==> src/rtl/fp_norm_round_seq.sv <==
// Sequential normalise-and-round stage for a floating-point adder: takes the raw
// sum (carry, mantissa with guard/round/sticky) and produces a packed IEEE result.
module fp_norm_round_seq #(
  parameter int WIDTH     = 32,
  parameter int EXP_BITS  = 8,
  parameter int MANT_BITS = 23
) (
  input  logic                   clk,
  input  logic                   rst,
  input  logic                   in_valid,
  output logic                   in_ready,
  input  logic                   sign_in,
  input  logic [EXP_BITS-1:0]    exp_in,
  input  logic                   carry_in,
  input  logic [MANT_BITS+3:0]   mant_in,
  output logic                   out_valid,
  input  logic                   out_ready,
  output logic [WIDTH-1:0]       result,
  output logic                   overflow,
  output logic                   underflow,
  output logic                   inexact,
  output logic                   zero,
  output logic [2:0]             state_dbg
);

  localparam int MW = MANT_BITS + 4;
  // One spare exponent bit so a rounding carry past all-ones is still visible.
  localparam int EW = EXP_BITS + 1;
  localparam logic [EW-1:0] EXP_ONE = EW'(1);
  localparam logic [EW-1:0] EXP_MAX = {1'b0, {EXP_BITS{1'b1}}};

  // Handshake: a transfer happens on a rising edge where valid and ready are
  // both 1; valid, once raised, holds with stable data until that edge.
  typedef enum logic [2:0] {S_IDLE, S_ALIGN, S_NORM, S_ROUND, S_OUT} state_t;

  state_t                state_q, state_d;
  logic                  sign_q, sign_d;
  logic                  special_q, special_d;
  logic                  carry_q, carry_d;
  logic [EW-1:0]         exp_q, exp_d;
  logic [MW-1:0]         mant_q, mant_d;
  logic [WIDTH-1:0]      result_q, result_d;
  logic [3:0]            flags_q, flags_d;

  logic                  norm_done;
  logic [EW-1:0]         exp_base;
  logic                  rnd_inc, grs_nz;
  logic [MANT_BITS+1:0]  rnd_sum;
  logic [MANT_BITS:0]    rnd_mant;
  logic [EW-1:0]         rnd_exp;
  logic [WIDTH-1:0]      rnd_result;
  logic [3:0]            rnd_flags;

  always_ff @(posedge clk or posedge rst) begin
    if (rst) begin
      state_q   <= S_IDLE;
      sign_q    <= 1'b0;
      special_q <= 1'b0;
      carry_q   <= 1'b0;
      exp_q     <= '0;
      mant_q    <= '0;
      result_q  <= '0;
      flags_q   <= '0;
    end else begin
      state_q   <= state_d;
      sign_q    <= sign_d;
      special_q <= special_d;
      carry_q   <= carry_d;
      exp_q     <= exp_d;
      mant_q    <= mant_d;
      result_q  <= result_d;
      flags_q   <= flags_d;
    end
  end

  assign norm_done = special_q | mant_q[MW-1] | (exp_q == EXP_ONE) | (mant_q == '0);

  always_comb begin
    state_d = state_q;
    case (state_q)
      S_IDLE:  if (in_valid) state_d = S_ALIGN;
      S_ALIGN: state_d = S_NORM;
      S_NORM:  if (norm_done) state_d = S_ROUND;
      S_ROUND: state_d = S_OUT;
      S_OUT:   if (out_ready) state_d = S_IDLE;
      default: state_d = S_IDLE;
    endcase
  end

  // Round-to-nearest-even on {hidden, fraction}; a carry out renormalises by one.
  always_comb begin
    grs_nz  = |mant_q[2:0];
    rnd_inc = mant_q[2] & (mant_q[1] | mant_q[0] | mant_q[3]);
    rnd_sum = {1'b0, mant_q[MW-1:3]} + (MANT_BITS+2)'(rnd_inc);
    if (rnd_sum[MANT_BITS+1]) begin
      rnd_mant = rnd_sum[MANT_BITS+1:1];
      rnd_exp  = exp_q + EXP_ONE;
    end else begin
      rnd_mant = rnd_sum[MANT_BITS:0];
      rnd_exp  = exp_q;
    end
    rnd_flags = '0;
    if (special_q) begin
      if (mant_q[MW-2:3] != '0)
        rnd_result = {1'b0, {EXP_BITS{1'b1}}, 1'b1, {(MANT_BITS-1){1'b0}}};
      else
        rnd_result = {sign_q, {EXP_BITS{1'b1}}, {MANT_BITS{1'b0}}};
    end else if (mant_q == '0) begin
      rnd_result = '0;
      rnd_flags  = 4'b0001;
    end else if (rnd_exp >= EXP_MAX) begin
      rnd_result = {sign_q, {EXP_BITS{1'b1}}, {MANT_BITS{1'b0}}};
      rnd_flags  = 4'b1010;
    end else begin
      rnd_result = {sign_q, rnd_mant[MANT_BITS] ? rnd_exp[EXP_BITS-1:0] : {EXP_BITS{1'b0}},
                    rnd_mant[MANT_BITS-1:0]};
      rnd_flags  = {1'b0, ~rnd_mant[MANT_BITS] & grs_nz, grs_nz,
                    ~rnd_mant[MANT_BITS] & (rnd_mant[MANT_BITS-1:0] == '0)};
    end
  end

  assign exp_base = (exp_q == '0) ? EXP_ONE : exp_q;

  always_comb begin
    sign_d    = sign_q;
    special_d = special_q;
    carry_d   = carry_q;
    exp_d     = exp_q;
    mant_d    = mant_q;
    result_d  = result_q;
    flags_d   = flags_q;
    case (state_q)
      S_IDLE: begin
        if (in_valid) begin
          sign_d    = sign_in;
          special_d = &exp_in;
          carry_d   = carry_in;
          exp_d     = {1'b0, exp_in};
          mant_d    = mant_in;
        end
      end
      S_ALIGN: begin
        if (!special_q) begin
          exp_d = exp_base;
          if (carry_q) begin
            mant_d = {1'b1, mant_q[MW-1:2], mant_q[1] | mant_q[0]};
            exp_d  = exp_base + EXP_ONE;
          end
        end
      end
      S_NORM: begin
        if (!norm_done) begin
          mant_d = {mant_q[MW-2:0], 1'b0};
          exp_d  = exp_q - EXP_ONE;
        end
      end
      S_ROUND: begin
        result_d = rnd_result;
        flags_d  = rnd_flags;
      end
      default: ;
    endcase
  end

  always_comb begin
    in_ready  = (state_q == S_IDLE);
    out_valid = (state_q == S_OUT);
    state_dbg = state_q;
    result    = result_q;
    overflow  = flags_q[3];
    underflow = flags_q[2];
    inexact   = flags_q[1];
    zero      = flags_q[0];
  end

endmodule

==> config.mk <==
export PLATFORM = sky130hd
export DESIGN_NAME = fp_norm_round_seq
export DESIGN_NICKNAME = d
export VERILOG_FILES = /design/src/rtl/fp_norm_round_seq.sv
export SDC_FILE = /design/constraint.sdc
export NUM_CORES = 1
export LEC_CHECK = 0
export CAP_MARGIN = 5
export CORE_MARGIN = 1.5
export CORE_UTILIZATION = 51
export DETAILED_ROUTE_END_ITERATION = 10
export PLACE_DENSITY = 0.81
export SYNTH_ARGS = -nofsm -noshare
export SYNTH_HDL_FRONTEND = slang
export SYNTH_SLANG_ARGS = --single-unit
==> constraint.sdc <==
create_clock -name clk -period 8.5 [get_ports clk]
set_input_delay 1.275 -clock clk [delete_from_list [all_inputs] [get_ports clk]]
set_output_delay 1.275 -clock clk [all_outputs]
set_load 0.02 [all_outputs]
# Word-level counts from Yosys, hierarchy flattened
# Cells that the tools add are included.
[classes] mux=25 add_sub_neg=4 n_eq_ne=11 n_lt_le_gt_ge=1 n_bitwise=9 reduce_logical=12
[op_table] operator="27-bit two-way mux" count=4
[op_table] operator="32-bit two-way mux" count=3
[op_table] operator="27-bit one-hot mux with 3 select lines" count=1
[op_table] operator="9-bit two-way mux" count=6
[op_table] operator="31-bit two-way mux" count=1
[op_table] operator="27-bit logical NOT" count=1
[op_table] operator="9-bit one-hot mux with 3 select lines" count=1
[op_table] operator="24-bit by 1-bit adder with 25-bit output" count=1
[op_table] operator="24-bit two-way mux" count=1
[op_table] operator="23-bit logical NOT" count=1
[op_table] operator="23-bit nonzero test" count=1
[op_table] operator="9-bit by 1-bit adder with 9-bit output (second input constant)" count=2
[op_table] operator="3-bit one-hot mux with 5 select lines" count=1
[op_table] operator="4-bit two-way mux" count=3
[op_table] operator="2-bit inequality test (second input constant)" count=5
[op_table] operator="9-bit by 1-bit == test with 1-bit output (second input constant)" count=1
[op_table] operator="9-bit by 8-bit greater-or-equal comparator with 1-bit output (second input constant)" count=1
[op_table] operator="9-bit logical NOT" count=1
[op_table] operator="3-bit two-way mux" count=3
[op_table] operator="9-bit by 1-bit subtractor with 9-bit output (second input constant)" count=1
[op_table] operator="8-bit two-way mux" count=1
[op_table] operator="8-bit AND reduction" count=1
[op_table] operator="3-bit by 2-bit == test with 1-bit output (second input constant)" count=2
[op_table] operator="1-bit bitwise OR" count=5
[op_table] operator="12 further kinds" count=14
[totals] ff_bits=78 inputBits=41 output_inout_bits=41 wordCells=70

# Longest topological paths before layout
# Gate-level depths: netlist (run 1).
[logic_depth] ltp_word=10 depth_mapped=13 ltp_nobuf=12

# Worst setup path before layout (run 1)
# OpenSTA, ideal clock, no wires.
[synth_timing] kind="reg-to-output" startpoint="register state_q[2] (netlist: state_dbg[2])" endpoint="output out_valid" n_path_buf=3 required_time_ps=7225 path_stages_with_launch=6 setup_slack_ps=5714 arrival_ps=1511 cell_sequence="dfrtp_1 > clkbuf_1 > clkbuf_1 > clkbuf_1 > nand2_1 > inv_1"
[synth_between] elab_chain_cells=1
[synth_lines] element="start, declared" line="36" source="state_t state_q, state_d;"
[synth_lines] element="start signal, assigned" line="65" source="state_q <= state_d;"
[synth_lines] element="3-bit == test" line="167" source="out_valid = (state_q == S_OUT);"
[synth_lines] element="end, declared" line="16" source="output logic out_valid,"
# No other way between the ends.

# Worst setup path in the final report (run 1)
[layout_timing] startpoint="register mant_q[4]" endpoint="register mant_q[0]"
[layout_between] elab_chain_cells=4
[layout_lines] element="start, declared" line="41" source="logic [MW-1:0] mant_q, mant_d;"
[layout_lines] element="start signal, assigned" line="70" source="mant_q <= mant_d;"
[layout_lines] element="27-bit logical NOT" line="76" source="assign norm_done = special_q | mant_q[MW-1] | (exp_q == EXP_ONE) | (mant_q == '0);"
[layout_lines] element="1-bit bitwise OR" line="76"
[layout_lines] element="2-bit inequality test (no source line)"
[layout_lines] element="5-bit AND reduction (no source line)"
# No other way between the ends.
# A chain may end at the register's enable or synchronous reset.

==> results of run 1 <==
==> area by class of cell <==
type                    instances  area (um^2)  share of cell area
repair buffers                 84          833               0.135
well taps                     133          166              0.0270
clock buffers                  13          159              0.0258
clock inverters                 3         42.5             0.00691
inverters                      11         41.3             0.00671
multi-input cells             476         2960               0.481
flip-flops and latches         78         1950               0.317
==> worst min-delay path: stages, from the launching register on <==
cell     delay [ns]
dfrtp_1        0.35
nand2_1        0.05
nand2_1        0.05
==> logic make-up after synthesis <==
logic type / after synthesis / synth area share
buffers and inverters: 75 / 0.0623
XOR/XNOR: 29 / 0.0485
AO/OA/AOI/OAI: 197 / 0.258
AND/OR/NAND/NOR: 237 / 0.230
multiplexers: 8 / 0.0158
flip-flops: 78 / 0.373
adder cells (fa/ha/maj): 5 / 0.0119
==> worst paths after layout <==
check / start / to / slack (ns) / depth (start not counted)
setup / recovery: mant_q[4] / mant_q[0] / 4.89 / 8
hold / removal: result[31] / result[31] / 0.47 / 2
min in group asynchronous: rst / result[27] / 1.52 / 3
hold reg to reg: result[31] / result[31] / 0.47 / 2
max in group asynchronous: rst / mant_q[14] / 6.34 / 3
setup reg to reg: mant_q[4] / mant_q[0] / 4.89 / 8
==> cell usage after synthesis (all sizes together) (3+ instances only) <==
cell / instances / area, um^2
a221oi: 6 / 52.6
nor2: 41 / 154
o22ai: 26 / 163
mux2i: 6 / 60.1
buf: 20 / 118
o22a: 26 / 228
and2: 6 / 37.5
o221a: 9 / 101
nand2: 84 / 332
nor2b: 3 / 18.8
xnor2: 17 / 149
o31ai: 10 / 80.1
nand4b: 3 / 26.3
o21ai: 74 / 400
dfrtp: 78 / 1950
inv: 10 / 37.5
nor3: 23 / 115
or3: 5 / 36.3
and3: 6 / 37.5
nand3: 16 / 85.1
a21oi: 13 / 65.1
a22o: 3 / 26.3
or2: 4 / 25.0
a22oi: 3 / 22.5
ha: 5 / 62.6
and4: 4 / 35.0
a31oi: 9 / 56.3
or4: 7 / 52.6
nand4: 11 / 83.8
a32oi: 3 / 26.3
nand2b: 7 / 43.8
clkbuf: 44 / 168
nor4: 10 / 62.6
xor2: 12 / 105
nor4b: 4 / 35.0
==> cell usage in the layout (no fill, tap or decap), drive strengths merged, types with 11 or more instances in the layout <==
master          n
nand4          11
xor2           12
xnor2          17
o22ai          26
o22a           26
nand3          16
nor2           41
dfrtp          78
clkbuf         13
a21oi          13
nor3           23
clkdlybuf4s50  81
o21ai          74
nand2          84
==> metal layers <==
layer,GRT usage,vias to the layer above
met4,0.0714,0
met2,0.398,212
li1,-,2374
met5,0,-
met3,0.0476,18
met1,0.397,2335
==> where the power goes <==
| group | switching (mW) | leakage [nW] | total (mW) | internal, mW |
|---|---|---|---|---|
| logic | 0.788 | 1.29 | 1.42 | 0.632 |
| registers | 0.316 | 0.967 | 0.867 | 0.551 |
| clock network | 0.138 | 0.0996 | 0.289 | 0.152 |
==> flip-flops by register name (all words and copies together), names as in the netlist <==
| signal | flops |
|---|---|
| carry_q | 1 |
| exp_q | 9 |
| flags_q | 4 |
| mant_q | 27 |
| result | 32 |
| sign_q | 1 |
| special_q | 1 |
| state_dbg | 3 |
==> metrics by stage <==
step | cells | util | hold slack [ns] | power [mW]
after global placement | 782 | 0.604 | 0.454 | 2.23
after detailed placement | 782 | 0.604 | 0.459 | 2.27
final | 798 | 0.624 | 0.474 | 2.58
after floorplan | 629 | - | 0.480 | 1.86
after global routing | 798 | 0.624 | 0.506 | 2.76
after CTS | 798 | 0.624 | 0.480 | 2.56
==> impl_metrics.env, run 1 <==
export IMPL_grt_pass1_wl_um=23600
export IMPL_cp_arrival_ns=3.86
export IMPL_design_area_um2=6150
export IMPL_critPathKind="reg -> reg"
export IMPL_crit_top_cell="or4_1"
export IMPL_skew_ns=0.0124
export IMPL_rsz0062_at_grt="no"
export IMPL_dieArea_um2=10900
export IMPL_peakVddDrop_uv=259
export IMPL_cp_required_ns=8.75
export IMPL_ant_nets=0
export IMPL_wl_met1_um=6770
export IMPL_post_dp_cell_area_um2=5950
export IMPL_place_ws_ns=4.87
export IMPL_post_cts_buffers=0
export IMPL_yosys_warnings=0
export IMPL_ioPinCount=82
export IMPL_start_kind="flop"
export IMPL_die_w_um=104
export IMPL_dr_wl_met2_um=6310
export IMPL_synth_seq_cells=78
export IMPL_grt_max_degree=79
export IMPL_drc=0
export IMPL_cts_made_buffers=9
export IMPL_drv_slew=0
export IMPL_crit_path_max_incr_delay_ns=0.61
export IMPL_root_buffer="clkbuf_8"
export IMPL_syn_avg_cell_area_um2=8.33
export IMPL_final_nets=706
export IMPL_finalSetupViolations=0
export IMPL_cts_path_max_buffers=2
export IMPL_p_leak_nw=2.36
export IMPL_wl_met3_um=962
export IMPL_crit_path_top_delay_cell="o31a_1"
export IMPL_synth_edf_count=0
export IMPL_holdBufCountCts=0
export IMPL_syn_area_um2=5240
export IMPL_chipHeight_um=104
export IMPL_post_drt_via_cell_ratio=6.19
export IMPL_wl_um=14200
export IMPL_dr_pass1_iters=7
export IMPL_coreArea_um2=9860
export IMPL_grt_usage=0.267
export IMPL_synth_flop_cell="dfrtp_1"
export IMPL_path_cells="or4_1, or4_1, nor3b_2, o31a_1, o21bai_2, buf_4, nor2_1, o22a_1"
export IMPL_hpwl_um=10200
export IMPL_power_density_nw_per_um2=418
export IMPL_htreeDepth=3
export IMPL_setup_slack_ns=4.89
export IMPL_synth_cell_types=62
export IMPL_antenna_cells=0
export IMPL_seq_area_frac_synth=0.373
export IMPL_worstMarginPinSlew_ns=1.06
export IMPL_finalHoldViolCount=0
export IMPL_rows=36
export IMPL_ctsResizeCount=0
export IMPL_drtIter0Drc=364
export IMPL_max_cap_viol_count=0
export IMPL_path_max_fanout=54
export IMPL_area_delta_synth_final_pct=17.5
export IMPL_antenna_found_initial=0
export IMPL_critical_path_buf_inv_count=1
export IMPL_io_buffers=81
export IMPL_cts_sinks=78
export IMPL_end_kind="flop"
export IMPL_fin_crit_sh=0.425
export IMPL_netlist_instances=629
export IMPL_cts_tree="yes"
export IMPL_gp_congestion=0.894
export IMPL_fill_cells=867
export IMPL_fmax_mhz=277
export IMPL_status="completed"
export IMPL_start_util=0.531
export IMPL_highest_layer="met4"
export IMPL_grt_pass1_vias=4546
export IMPL_drive_above_1_share=0.0737
export IMPL_wl_per_cell_um=17.8
export IMPL_critical_path_top_delay_family="simple AND/OR/NAND/NOR gates"
export IMPL_num_vias=4939
export IMPL_overflow=0
export IMPL_slew_headroom=0.291
export IMPL_fin_tns_setup_ns=0
export IMPL_period_minus_slack_ns=3.61
export IMPL_clock_latency_ns=0.36
export IMPL_async_flop_share=1.00
export IMPL_min_path_type="reg -> reg"
export IMPL_path_clk_slew_ns=0.08
export IMPL_synth_nets=675
Power figures use the tool's default switching activity.
==> run 2, diff against run 1 <==
clock period = 3.8 ns   (was 8.5 ns; I/O delays follow)
==> run 2 against run 1 <==
Net effect:
- sequential power grew 120%
- via count grew 3.1%
- core utilization grew 1.4 points
- clock power grew to 2.7 times the previous value
- design area grew 2.2%
==> impl_metrics.env, run 2 (synthesized netlist as in run 1, its figures left out) <==
export IMPL_status="completed"
export IMPL_cts_tree="yes"
export IMPL_holdPathEnd="result[31]"
export IMPL_period_minus_slack_ns=3.34
export IMPL_htreeDepth=3
export IMPL_coreArea_um2=9860
export IMPL_fin_crit_sh=0.879
export IMPL_post_drt_via_cell_ratio=6.30
export IMPL_final_cell_mix="83 x nand2_1, 81 x clkdlybuf4s50_1, 78 x dfrtp_1"
export IMPL_clock_latency_ns=0.36
export IMPL_cts_made_buffers=9
export IMPL_hpwl_um=10900
export IMPL_wl_um=14800
export IMPL_grt_pass1_vias=4742
export IMPL_num_vias=5090
export IMPL_cp_required_ns=4.05
export IMPL_largest_reg_flops=32
export IMPL_gp_congestion=0.965
export IMPL_drv_slew=0
export IMPL_dr_pass1_iters=5
export IMPL_holdBufCountCts=0
export IMPL_worstMarginPinSlew_ns=1.11
export IMPL_r2r_end="exp_q[8]"
export IMPL_instances_no_fill=808
export IMPL_rsz0062_at_grt="no"
export IMPL_final_common_cell="nand2_1"
export IMPL_ant_nets=0
export IMPL_path_max_fanout=10
export IMPL_cts_path_max_buffers=2
export IMPL_regToRegStartpoint="exp_q[4]"
export IMPL_area_delta_synth_final_pct=20.1
export IMPL_finalHoldViolCount=0
export IMPL_finalSetupViolations=0
export IMPL_io_buffers=81
export IMPL_post_dp_cell_area_um2=6040
export IMPL_overflow=0
export IMPL_ctsResizeCount=0
export IMPL_dieArea_um2=10900
export IMPL_final_core_util=0.638
export IMPL_path_clk_slew_ns=0.08
export IMPL_drc=0
export IMPL_fmax_mhz=299
export IMPL_design_area_um2=6290
export IMPL_rows=36
export IMPL_cts_sinks=78
export IMPL_critPathKind="reg -> reg"
export IMPL_reg2reg_depth=12
export IMPL_drive_above_1_share=0.0874
export IMPL_dp_cells=792
export IMPL_start_util=0.531
export IMPL_die_w_um=104
export IMPL_setup_slack_ns=0.460
export IMPL_holdPathStages=2
export IMPL_min_from="result[31]"
export IMPL_drtIter0Drc=418
export IMPL_cp_arrival_ns=3.59
export IMPL_start_kind="flop"
export IMPL_chipHeight_um=104
export IMPL_peakVddDrop_uv=560
export IMPL_antenna_found_initial=0
export IMPL_antenna_cells=0
export IMPL_power_density_nw_per_um2=957
export IMPL_post_cts_buffers=0
export IMPL_min_path_type="reg -> reg"
export IMPL_fin_tns_setup_ns=0
export IMPL_ioPinCount=82
export IMPL_rrSetupSlack_ns=0.46
export IMPL_place_ws_ns=0.616
export IMPL_grt_pass1_wl_um=24600
export IMPL_max_cap_viol_count=0
export IMPL_slew_headroom=0.257
export IMPL_final_nets=716
export IMPL_end_kind="flop"
export IMPL_root_buffer="clkbuf_8"
export IMPL_wl_per_cell_um=18.4
export IMPL_p_leak_nw=2.44
export IMPL_grt_max_degree=55
export IMPL_skew_ns=0.00986
export IMPL_grt_usage=0.279
## run 2: cell count changes in the layout (fill, tap and decap cells not counted), sizes merged
cell	previous run	this run
clkinvlp	1	0
clkinv	2	1
bufinv	1	3
buf	3	13
## run 2: per-stage QoR
step | hold slack (ns) | total power [mW]
3_5_place_dp | 0.461 | 5.19
3_3_place_gp | 0.455 | 5.12
6_report | 0.475 | 6.02
2_1_floorplan | 0.480 | 4.16
4_1_cts | 0.480 | 5.98
5_1_grt | 0.497 | 6.44
## run 2: routing by layer
| layer | global-route usage | vias to the layer above | part of all wire |
|---|---|---|---|
| met3 | 0.0345 | 28 | 0.070 |
| met2 | 0.413 | 233 | 0.44 |
| met5 | 0 | - | 0 |
| li1 | - | 2393 | - |
| met1 | 0.410 | 2436 | 0.46 |
| met4 | 0.115 | 0 | 0.021 |
## run 2: worst max-delay path by stage
stage	from	end	depth (start not counted)
after floorplan	mant_q[13]	result[13]	10
after global placement	exp_q[4]	exp_q[8]	12
after detailed placement	exp_q[4]	exp_q[8]	12
after CTS	exp_q[4]	exp_q[8]	12
after global routing	exp_q[4]	exp_q[8]	12
final	exp_q[4]	exp_q[8]	12
## run 2: area by class of cell
type                       count  area, um^2
timing repair buffer          94         921
inverter                      11        41.3
tap                          133         166
multi-input combinational    476        2960
clock inverter                 3        90.1
sequential                    78        1950
clock buffer                  13         159
fill                         837        3570
## run 2: worst max-delay path, cell delays in order, from the launching register on
cell and delay, ns:
dfrtp_1 0.51, nor4_1 0.80, nand3b_1 0.22, nor3_1 0.18
buf_4 0.17, or2_2 0.12, ha_1 0.19, nand4_1 0.15
nor2_1 0.28, and2_1 0.20, a32oi_1 0.10, o21ai_0 0.21
o31ai_1 0.09
## run 2: report_power, final
part	switching [mW]	total (mW)	internal [mW]
Sequential	0.640	1.87	1.23
Combinational	1.89	3.36	1.47
Clock	0.306	0.779	0.473
Total	2.84	6.02	3.18
==> run 3, diff against run 2 <==
SLEW_MARGIN = 15   (was default)
==> results of run 3 <==
Same layout as run 2: the final DEF is identical, and so are final timing and power.
==> edit, RTL diff (flow settings as in run 3) <==
Register the output `state_dbg`; this adds one clock of latency there. The other outputs are not delayed to match.
--- a/src/rtl/fp_norm_round_seq.sv
+++ b/src/rtl/fp_norm_round_seq.sv
@@ -33,4 +33,6 @@
   // both 1; valid, once raised, holds with stable data until that edge.
   typedef enum logic [2:0] {S_IDLE, S_ALIGN, S_NORM, S_ROUND, S_OUT} state_t;
+
+  logic [2:0] state_dbg_d;
 
   state_t                state_q, state_d;
@@ -166,5 +168,5 @@
     in_ready  = (state_q == S_IDLE);
     out_valid = (state_q == S_OUT);
-    state_dbg = state_q;
+    state_dbg_d = state_q;
     result    = result_q;
     overflow  = flags_q[3];
@@ -174,4 +176,8 @@
   end
 
+  always_ff @(posedge clk) begin
+    state_dbg <= state_dbg_d;
+  end
+
 endmodule
 
Behaviour: not the same (a bounded check fails within 4 cycles, from zero or initial values and one cycle with rst high).
==> edit against run 3 <==
  * Power down 4.1%
  * Worst setup slack better by 0.077 ns
  * Sequential cell count up 3
  * Wire length down 0.23%
  * Clock skew up 0.0041 ns
  * Count of clock-buffer cells in the layout down 4
  * Area after synthesis up 1.2%
  * Die area up 1.2%
  * Core utilization down 2.3 points
  * Final area down 0.56%
==> edit: results <==
logic_synthesis:
  synth.distinct_cells: 69
  syn_avg_cell_area_um2: 8.75
  synth_seq_area_share: 0.379
  synthTopCellsByArea: "dfrtp_1, nor2_1, mux2_2, xnor2_1, nand2_1"
  async_flop_share: 0.963
  synth.top_cell.area_share: 0.368
  syn-num-nets: 652
placed_design:
  place_ws_ns: 0.629
  hpwlAfterDp_um: 11000
  dp_cells: 778
  placed_area_mm2: 0.00607
critical_path:
  reg2reg_from: "mant_q[3]"
  crit_path_end: "result[9]"
  crit_path_max_fanout: 13
  ff2ff_setup_slack_ns: 0.54
  worstPathArrival_ns: 3.52
  r2r_cells: 8
  crit_slowest_cell: "dfrtp_1"
  slowest_delay_ns: 0.54
power:
  switching_share: 0.483
  cellPowerDensity_mw_per_mm2: 922
  p_leak_nw: 2.43
  powerSeq_mw: 1.98
hold_path:
  hold_start: "result[0]"
  hp-class: "reg2reg"
status:
  status: "finished clean"
detailed_routing:
  wl_met1_um: 6790
  wl_met2_um: 6660
  wl_per_cell_um: 18.7
  via_count: 4946
timing:
  min_period_ns: 3.26
  slew-limit-headroom: 0.218
  whs_ns: 0.486
global_routing:
  grt_use_met1: 0.423
  antenna_found_initial: 0
  grt.met2_usage: 0.400
  grt_max_degree: 45
  grt_pass1_vias: 4704
  grt_use_met3: 0.0412
  globalRouteTotalUtil: 0.276
finish:
  nets: 699
  final_cells: 794
  final_cell_area_mm2: 0.00625
  n_fill_cell: 892
[edit: cell count changes after synthesis, moves of 9 or more]
cell / delta
clkbuf_1: -14
mux2_2: +22
nand2_1: -39
nor2_1: +42
nor4_1: +9
o21ai_0: -31
o221a_2: -9
o22a_1: -24
[edit: kinds of logic (layout without fill, tap and decap cells)]
family	count (synthesis)	after routing	synth area share
xor+xnor	32	32	0.0528
mux	31	31	0.0649
simple gates	249	249	0.241
fa+ha+maj	5	5	0.0118
compound gates	141	141	0.185
flops	81	81	0.379
buf+inv	67	119	0.0653
[edit: worst min-delay path, stage by stage, from the launching register on]
cell and delay [ns]:
dfrtp_1 0.35, nand2_1 0.05, o21ai_0 0.06
[edit: layout make-up]
cell class	instances	share of cell area
clock buffer	9	0.0198
clock inverter	7	0.00960
inverter	12	0.00720
multi-input combinational	458	0.471
sequential	81	0.322
tap	136	0.0272
timing repair buffer	91	0.144
